## config.mk

```make
export PLATFORM = sky130hd
export DESIGN_NAME = vv_add_stream_core
export DESIGN_NICKNAME = d
export VERILOG_FILES = /design/src/rtl/vv_add_stream_core.sv
export SDC_FILE = /design/constraint.sdc
export NUM_CORES = 1
export LEC_CHECK = 0
export ABC_AREA = 1
export BUFFER_PORTS_ARGS = -buffer_cell sky130_fd_sc_hd__buf_2
export CORE_MARGIN = 10
export CORE_UTILIZATION = 59
export CTS_CLUSTER_DIAMETER = 150
export DETAILED_ROUTE_END_ITERATION = 10
export PLACE_DENSITY_LB_ADDON = 0.15
export SYNTH_ARGS = -nofsm -noshare
export SYNTH_HDL_FRONTEND = slang
export SYNTH_SLANG_ARGS = --single-unit
```

## constraint.sdc

```tcl
create_clock -name clk -period 4.2 [get_ports clk]
set_clock_uncertainty 0.1 [all_clocks]
set_input_delay 0.63 -clock clk [delete_from_list [all_inputs] [get_ports clk]]
set_output_delay 0.63 -clock clk [all_outputs]
set_load 0.05 [all_outputs]
```

## src/rtl/vv_add_stream_core.sv

```systemverilog
// rtl/vv_add_stream_core.sv - sequenced, back-pressured lane-wise vector adder with index/bank-select tagging
module vv_add_stream_core #(
    parameter int DW    = 32,
    parameter int LANES = 4,
    parameter int LEN_W = 7,
    parameter int SEL_W = 4
) (
    input  logic                    clk,
    input  logic                    rst,
    input  logic                    start,
    input  logic [LEN_W-1:0]        len,
    input  logic                    sat,
    input  logic                    a_vld,
    output logic                    a_rdy,
    input  logic [LANES*DW-1:0]     a_data,
    input  logic                    b_vld,
    output logic                    b_rdy,
    input  logic [LANES*DW-1:0]     b_data,
    output logic                    o_vld,
    input  logic                    o_rdy,
    output logic [LANES*DW-1:0]     o_data,
    output logic [LEN_W-1:0]        o_idx,
    output logic [(1<<SEL_W)-1:0]   o_sel,
    output logic                    o_last,
    output logic                    busy,
    output logic                    done
);
    localparam int SEL_N = 1 << SEL_W;

    typedef enum logic [1:0] {IDLE, RUN, DRAIN, DONE} state_t;

    state_t              state;
    logic [LEN_W-1:0]    cnt;
    logic [LEN_W-1:0]    len_q;
    logic                sat_q;
    logic                accept;
    logic                last_beat;
    logic [LANES*DW-1:0] sum_data;
    logic [SEL_N-1:0]    sel_dec;

    // Both operands move together, and only when the output register can take the result.
    assign accept    = (state == RUN) & a_vld & b_vld & (~o_vld | o_rdy);
    assign a_rdy     = accept;
    assign b_rdy     = accept;
    assign busy      = (state != IDLE);
    assign last_beat = (cnt == len_q - LEN_W'(1));
    assign sel_dec   = SEL_N'(1) << cnt[SEL_W-1:0];

    for (genvar g = 0; g < LANES; g++) begin : g_lane
        logic [DW:0] s;
        assign s = {1'b0, a_data[g*DW +: DW]} + {1'b0, b_data[g*DW +: DW]};
        assign sum_data[g*DW +: DW] = (sat_q & s[DW]) ? {DW{1'b1}} : s[DW-1:0];
    end

    always_ff @(posedge clk) begin
        if (rst) begin
            state  <= IDLE;
            cnt    <= '0;
            len_q  <= '0;
            sat_q  <= 1'b0;
            o_vld  <= 1'b0;
            o_data <= '0;
            o_idx  <= '0;
            o_sel  <= '0;
            o_last <= 1'b0;
            done   <= 1'b0;
        end else begin
            if (accept) begin
                o_vld  <= 1'b1;
                o_data <= sum_data;
                o_idx  <= cnt;
                o_sel  <= sel_dec;
                o_last <= last_beat;
                cnt    <= cnt + LEN_W'(1);
            end else if (o_rdy) begin
                o_vld  <= 1'b0;
            end

            case (state)
                IDLE: begin
                    done <= 1'b0;
                    if (start) begin
                        len_q <= len;
                        sat_q <= sat;
                        cnt   <= '0;
                        state <= (len != '0) ? RUN : DONE;
                    end
                end
                RUN: begin
                    if (accept && last_beat)
                        state <= DRAIN;
                end
                DRAIN: begin
                    if (o_vld && o_rdy && o_last) begin
                        state <= DONE;
                        done  <= 1'b1;
                    end
                end
                DONE: begin
                    // A zero-length command arrives here with done low and spends one extra cycle raising it.
                    if (done) begin
                        state <= IDLE;
                        done  <= 1'b0;
                    end else begin
                        done  <= 1'b1;
                    end
                end
                default: state <= IDLE;
            endcase
        end
    end
endmodule

```

Yosys cells after proc, flatten, opt, wreduce, memory -nomap -nowiden

Index checks and enable logic that the tools add are counted.

Add/subtract/negate cells: 6
Eq/ne operators: 8
Shift-type cells: 1
Muxes and demuxes: 18
Bitwise operators: 9
Reduce and logical (&&, ||, !) cells: 11

Operators by type and width:

| kind                                                  | count |
|---|---|
| adder 32 x 32 -> 33 bit                               | 4 |
| two-way mux 32 bit                                    | 4 |
| two-way mux 7 bit                                     | 3 |
| << shifter 1 x 4 -> 16 bit, first input constant      | 1 |
| two-way mux 2 bit                                     | 5 |
| one-hot mux 2 bit (4 select lines)                    | 1 |
| adder 7 x 1 -> 7 bit, second input constant           | 1 |
| bitwise AND 1 bit                                     | 7 |
| == test 7 bit                                         | 1 |
| nonzero test 7 bit                                    | 1 |
| subtractor 7 x 1 -> 7 bit, second input constant      | 1 |
| inequality test 2 bit, second input constant          | 3 |
| == test 2 bit, second input constant                  | 2 |
| two-way mux 1 bit                                     | 4 |
| AND reduction 2 bit                                   | 2 |
| AND reduction 4 bit                                   | 1 |
| nonzero test 2 bit                                    | 2 |
| logical AND 1 bit                                     | 3 |
| one-hot mux 1 bit (3 select lines)                    | 1 |
| nonzero test 3 bit                                    | 1 |
| == test 2 x 1 -> 1 bit, second input constant         | 1 |
| zero test 2 bit                                       | 1 |
| inequality test 2 x 1 -> 1 bit, second input constant | 1 |
| NOT 1 bit                                             | 1 |
| bitwise OR 1 bit                                      | 1 |

Flip-flop bits (word level): 171
Input bits: 270
Output and inout port bits: 157
Word-level logic and storage cells: 63

Longest topological paths before layout

Depth in word-level cells: 7
Mapped depth: 15
Depth with buffers taken out: 15

Worst setup path after synthesis

Ideal clock, no wire load.

Kind: input port to output port
Start point: in o_rdy
End point: out b_rdy
Arrival time: 1.910 ns
Data required time: 3.470 ns
Setup slack: 1.560 ns
Stages: 8
Path buffers: 4
Cell sequence: inv_1 nand2_1 nand3_2 inv_1 buf_4 buf_4 buf_2 buf_4

Cells in the longest elaborated chain, start to end: 2

Ends and longest elaborated chain:

| item               | RTL line | text |
|---|---|---|
| start: declaration | 20       | `input logic o_rdy,` |
| bitwise OR 1 bit   | 42       | `assign accept = (state == RUN) & a_vld & b_vld & (~o_vld \| o_rdy);` |
| bitwise AND 1 bit  | 42       |  |
| end: declaration   | 17       | `output logic b_rdy,` |

No other way between the ends.

Final worst setup path

Start point: reg state[1]
End point: out b_rdy

Cells in the longest elaborated chain, start to end: 4

Ends and longest elaborated chain:

| item                           | RTL line | text |
|---|---|---|
| start: declaration             | 32       | `state_t state;` |
| start signal: assignment       | 86       | `state <= (len != '0) ? RUN : DONE;` |
| == test 2 x 1 -> 1 bit         | 42       |  |
| bitwise AND 1 bit (3 in a row) | 42       |  |

No other way between the ends.

==> tab_implementation.tex <==
\begin{tabular}{lr}
\hline
Metric & Value \\
\hline
\multicolumn{2}{l}{\textbf{CTS}} \\
\quad Largest buffer count on any clock path & 2 \\
\quad Hold buffer count at cts & 0 \\
\quad Total CTS buffers & 17 \\
\quad CTS tree & yes \\
\quad CTS Root Buffer Type & sky130\_fd\_sc\_hd\_\_clkbuf\_16 \\
\quad Count of clock tree sinks & roughly 170 \\
\quad CTS HTree Levels & 4 \\
\quad Total of cells resized after clock tree synthesis & 0 \\
\quad Source-to-sink clock delay at the later pin of the worst-skew pair & 0.44 ns \\
\quad Buffers inserted by post-CTS timing repair & 0 \\
\quad Clk slew on worst S/H paths & 0.07 ns \\
\multicolumn{2}{l}{\textbf{Cells and area}} \\
\quad Non-Filler Cell Area, Final & approximately 0.019 mm² \\
\quad Area of the multi-input gates & approximately 0.011 mm² \\
\quad Relative area change from synthesis to final layout & 18.6\% \\
\quad Final Net Count & approximately 3500 \\
\quad Antenna diode instance count & 0 \\
\quad Leading cell types in the layout, fill and taps excluded & 847 x sky130\_fd\_sc\_hd\_\_nand2\_1, 426 x sky130\_fd\_sc\_hd\_\_buf\_2, 408 x sky130\_fd\_sc\_hd\_\_inv\_1, 307 x sky130\_fd\_sc\_hd\_\_nor2\_1, 171 x sky130\_fd\_sc\_hd\_\_dfxtp\_1 \\
\quad Commonest non-fill, non-tap cell in the layout & sky130\_fd\_sc\_hd\_\_nand2\_1 \\
\quad Footprint of the flip-flops and latches & between 0.003 and 0.004 mm² \\
\quad Total of fill cells in the finished design & between 2000 and 2500 \\
\quad Non-filler cells in the finished layout & 3455 \\
\quad Fraction of final layout cells with drive strength greater than 1 & 0.177 \\
\multicolumn{2}{l}{\textbf{Detailed routing}} \\
\quad Ratio of routed vias to standard cells & about 5.6 \\
\quad Antenna-violating nets left & 0 \\
\quad DR vias & approximately 19000 \\
\quad Drt pass-1 iters & 7 \\
\quad Sum of routed wire length over all layers & a little under 60000 µm \\
\quad Iteration-0 DRC Markers & about 1900 \\
\quad Total DRC errors in the routed layout & 0 \\
\quad Routed wirelength normalized by instance count & approximately 17 µm \\
\multicolumn{2}{l}{\textbf{Timing}} \\
\quad Slew Limit Fails & 0 \\
\quad Slew @ Worst Pin & approximately 1.1 ns \\
\quad Crit share post-route & 0.723 \\
\quad Upper clock frequency limit & 329 MHz \\
\quad Final setup violating endpoints & 0 \\
\quad Final worst path period need & around 3.0 ns \\
\quad Setup slack of the critical path after layout & approximately 1.2 ns \\
\quad Setup TNS Final & 0 ns \\
\quad Unrepaired setup endpoints after global routing & no \\
\quad Worst slew margin & 0.266 \\
\quad Fin Hold WS & approximately 0.37 ns \\
\quad Total count of hold-check failures in the final report & 0 \\
\multicolumn{2}{l}{\textbf{Synth}} \\
\quad Post-synth design cell area & 0.0161 mm² \\
\quad Number of flops mapped to enable cells by yosys & 0 \\
\quad Number of distinct library cells after synthesis & between 40 and 50 \\
\quad Net Count, Synth & $\sim$3100 \\
\quad Synthesized area divided by synthesized cell count & 5.94 µm² \\
\quad Primary FF master, synth & sky130\_fd\_sc\_hd\_\_dfxtp\_1 \\
\quad Number of flip-flops and latches in the synthesized netlist & between 150 and 200 \\
\quad Count of mapped cells out of synthesis & about 2700 \\
\quad Syn. warnings & 0 \\
\quad Share of synthesized flip-flops with an asynchronous set or reset & 0 \\
\quad Share of the yosys chip area belonging to registers & 0.213 \\
\multicolumn{2}{l}{\textbf{Place}} \\
\quad Number of buffers added on ports & approximately 430 \\
\quad Placement-stage cell area & 0.0184 mm² \\
\quad HPWL after detailed placement & between 40000 and 50000 µm \\
\quad Pre-CTS WS & between 0.9 and 1 ns \\
\quad Gp weighted congestion & a little over 1 \\
\quad Cell count after placement & around 3400 \\
\multicolumn{2}{l}{\textbf{Global routing}} \\
\quad Vias in the first global route & roughly 19000 \\
\quad Largest net degree at the start of global routing & 84 \\
\quad Initial antenna violation count & 0 \\
\quad Wire length of the first global-routing pass & just over 90000 µm \\
\quad Combined global-route utilization of all metal layers & 0.337 \\
\quad Grt total ovfl & 0 \\
\multicolumn{2}{l}{\textbf{Setup path}} \\
\quad CP required & $\sim$3.5 ns \\
\quad Critical path class & register to output port \\
\quad Largest fanout of any net on the critical path & just under 70 \\
\quad Data arrival at the endpoint of the critical path & 2.31 ns \\
\quad Flop-to-flop setup slack & 1.56 ns \\
\quad Crit path launch type & register \\
\quad Worst setup EP type & output port \\
\multicolumn{2}{l}{\textbf{Power and ir drop}} \\
\quad Pwr dens & around 370 mW/mm² \\
\quad Pleak & approximately 11 nW \\
\quad Highest ir drop seen on vdd & about 0.3 mV \\
\multicolumn{2}{l}{\textbf{Run status}} \\
\quad Outcome & finished, final reports clean \\
\multicolumn{2}{l}{\textbf{Die}} \\
\quad \# IOs & about 430 \\
\quad Initial standard-cell utilization of the core & 0.598 \\
\quad Die span in x & approximately 190 µm \\
\quad Row count & 60 \\
\quad Core Area & roughly 0.027 mm² \\
\quad Die height & around 190 µm \\
\quad Die outline area & about 0.034 mm² \\
\multicolumn{2}{l}{\textbf{Job}} \\
\quad Count of max-cap constraint violations & 0 \\
\multicolumn{2}{l}{\textbf{Min path}} \\
\quad Path type of the worst min-delay path & register to register \\
\hline
\end{tabular}
==> routing by layer <==
metal	track usage	vias up	part of all wire
li1	-	9392	-
met1	0.401	8597	0.40
met2	0.553	1048	0.45
met3	0.0694	199	0.096
met4	0.197	0	0.057
met5	0	-	0
==> sequential cells by signal, summed over array words and instances (netlist names) <==
name	count
done	1
cnt	7
o_last	1
state	2
o_data	128
len_q	7
o_sel	16
o_vld	1
sat_q	1
o_idx	7
==> final cells by class <==
cell class,count,area share
multi-input cells,2063,0.564
flip-flops and latches,171,0.180
repair buffers,437,0.118
inverters,411,0.0813
clock buffers,20,0.0234
well taps,341,0.0224
clock inverters,12,0.0112
==> per-stage QoR <==
step | util | total power [mW]
6_report | 0.709 | 6.96
5_1_grt | 0.709 | 7.33
4_1_cts | 0.709 | 6.90
3_5_place_dp | 0.684 | 5.10
3_3_place_gp | 0.684 | 5.03
2_1_floorplan | - | 4.24
==> Yosys cell counts, drive strengths merged (3+ instances only) <==
library cell / count / share of area
a31oi: 59 / 0.031
o21ai: 158 / 0.049
o21a: 6 / 0.0028
a21oi: 139 / 0.044
inv: 411 / 0.096
xnor2: 55 / 0.030
xor2: 12 / 0.0065
nor4: 3 / 0.0012
o21bai: 18 / 0.0084
nor2: 330 / 0.081
nand3b: 8 / 0.0037
clkbuf: 33 / 0.0077
nor3: 46 / 0.015
or2: 5 / 0.0019
nand3: 146 / 0.046
nand4: 39 / 0.015
nand2: 877 / 0.21
buf: 28 / 0.015
fa: 4 / 0.0050
and2: 11 / 0.0043
ha: 141 / 0.11
dfxtp: 171 / 0.21
==> power breakdown <==
group | internal [mW] | switching (mW) | total [mW]
registers | 1.82 | 0.146 | 1.96
logic | 0.949 | 2.23 | 3.18
clock network | 1.08 | 0.734 | 1.82
total | 3.85 | 3.11 | 6.96
==> critical path, cell delays in order, from the launching register on <==
cell                      delay (ns)
sky130_fd_sc_hd__dfxtp_1        0.34
sky130_fd_sc_hd__inv_1          0.13
sky130_fd_sc_hd__ha_1           0.20
sky130_fd_sc_hd__nand2_1        0.06
sky130_fd_sc_hd__inv_1          0.06
sky130_fd_sc_hd__nand3_2        0.06
sky130_fd_sc_hd__buf_4          0.23
sky130_fd_sc_hd__inv_6          0.36
sky130_fd_sc_hd__buf_2          0.36
==> final timing paths <==
path	start	end	depth (start not counted)
worst max-delay path	state[1]	b_rdy	8
worst min register to register	o_sel[12]	o_sel[12]	2
worst min-delay path	o_sel[12]	o_sel[12]	2
worst max register to register	state[1]	o_data[93]	11
==> cells by family after synthesis <==
logic type                 count (synthesis)  share of synthesized area
adders and majority gates                145                      0.115
and+or+nand+nor                         1465                      0.378
buffers and inverters                    472                      0.118
DFF                                      171                      0.213
xor gates and xnor gates                  68                     0.0379
AOI/OAI and AO/OA                        385                      0.138
No activity file was read; power rests on OpenSTA's default activity.
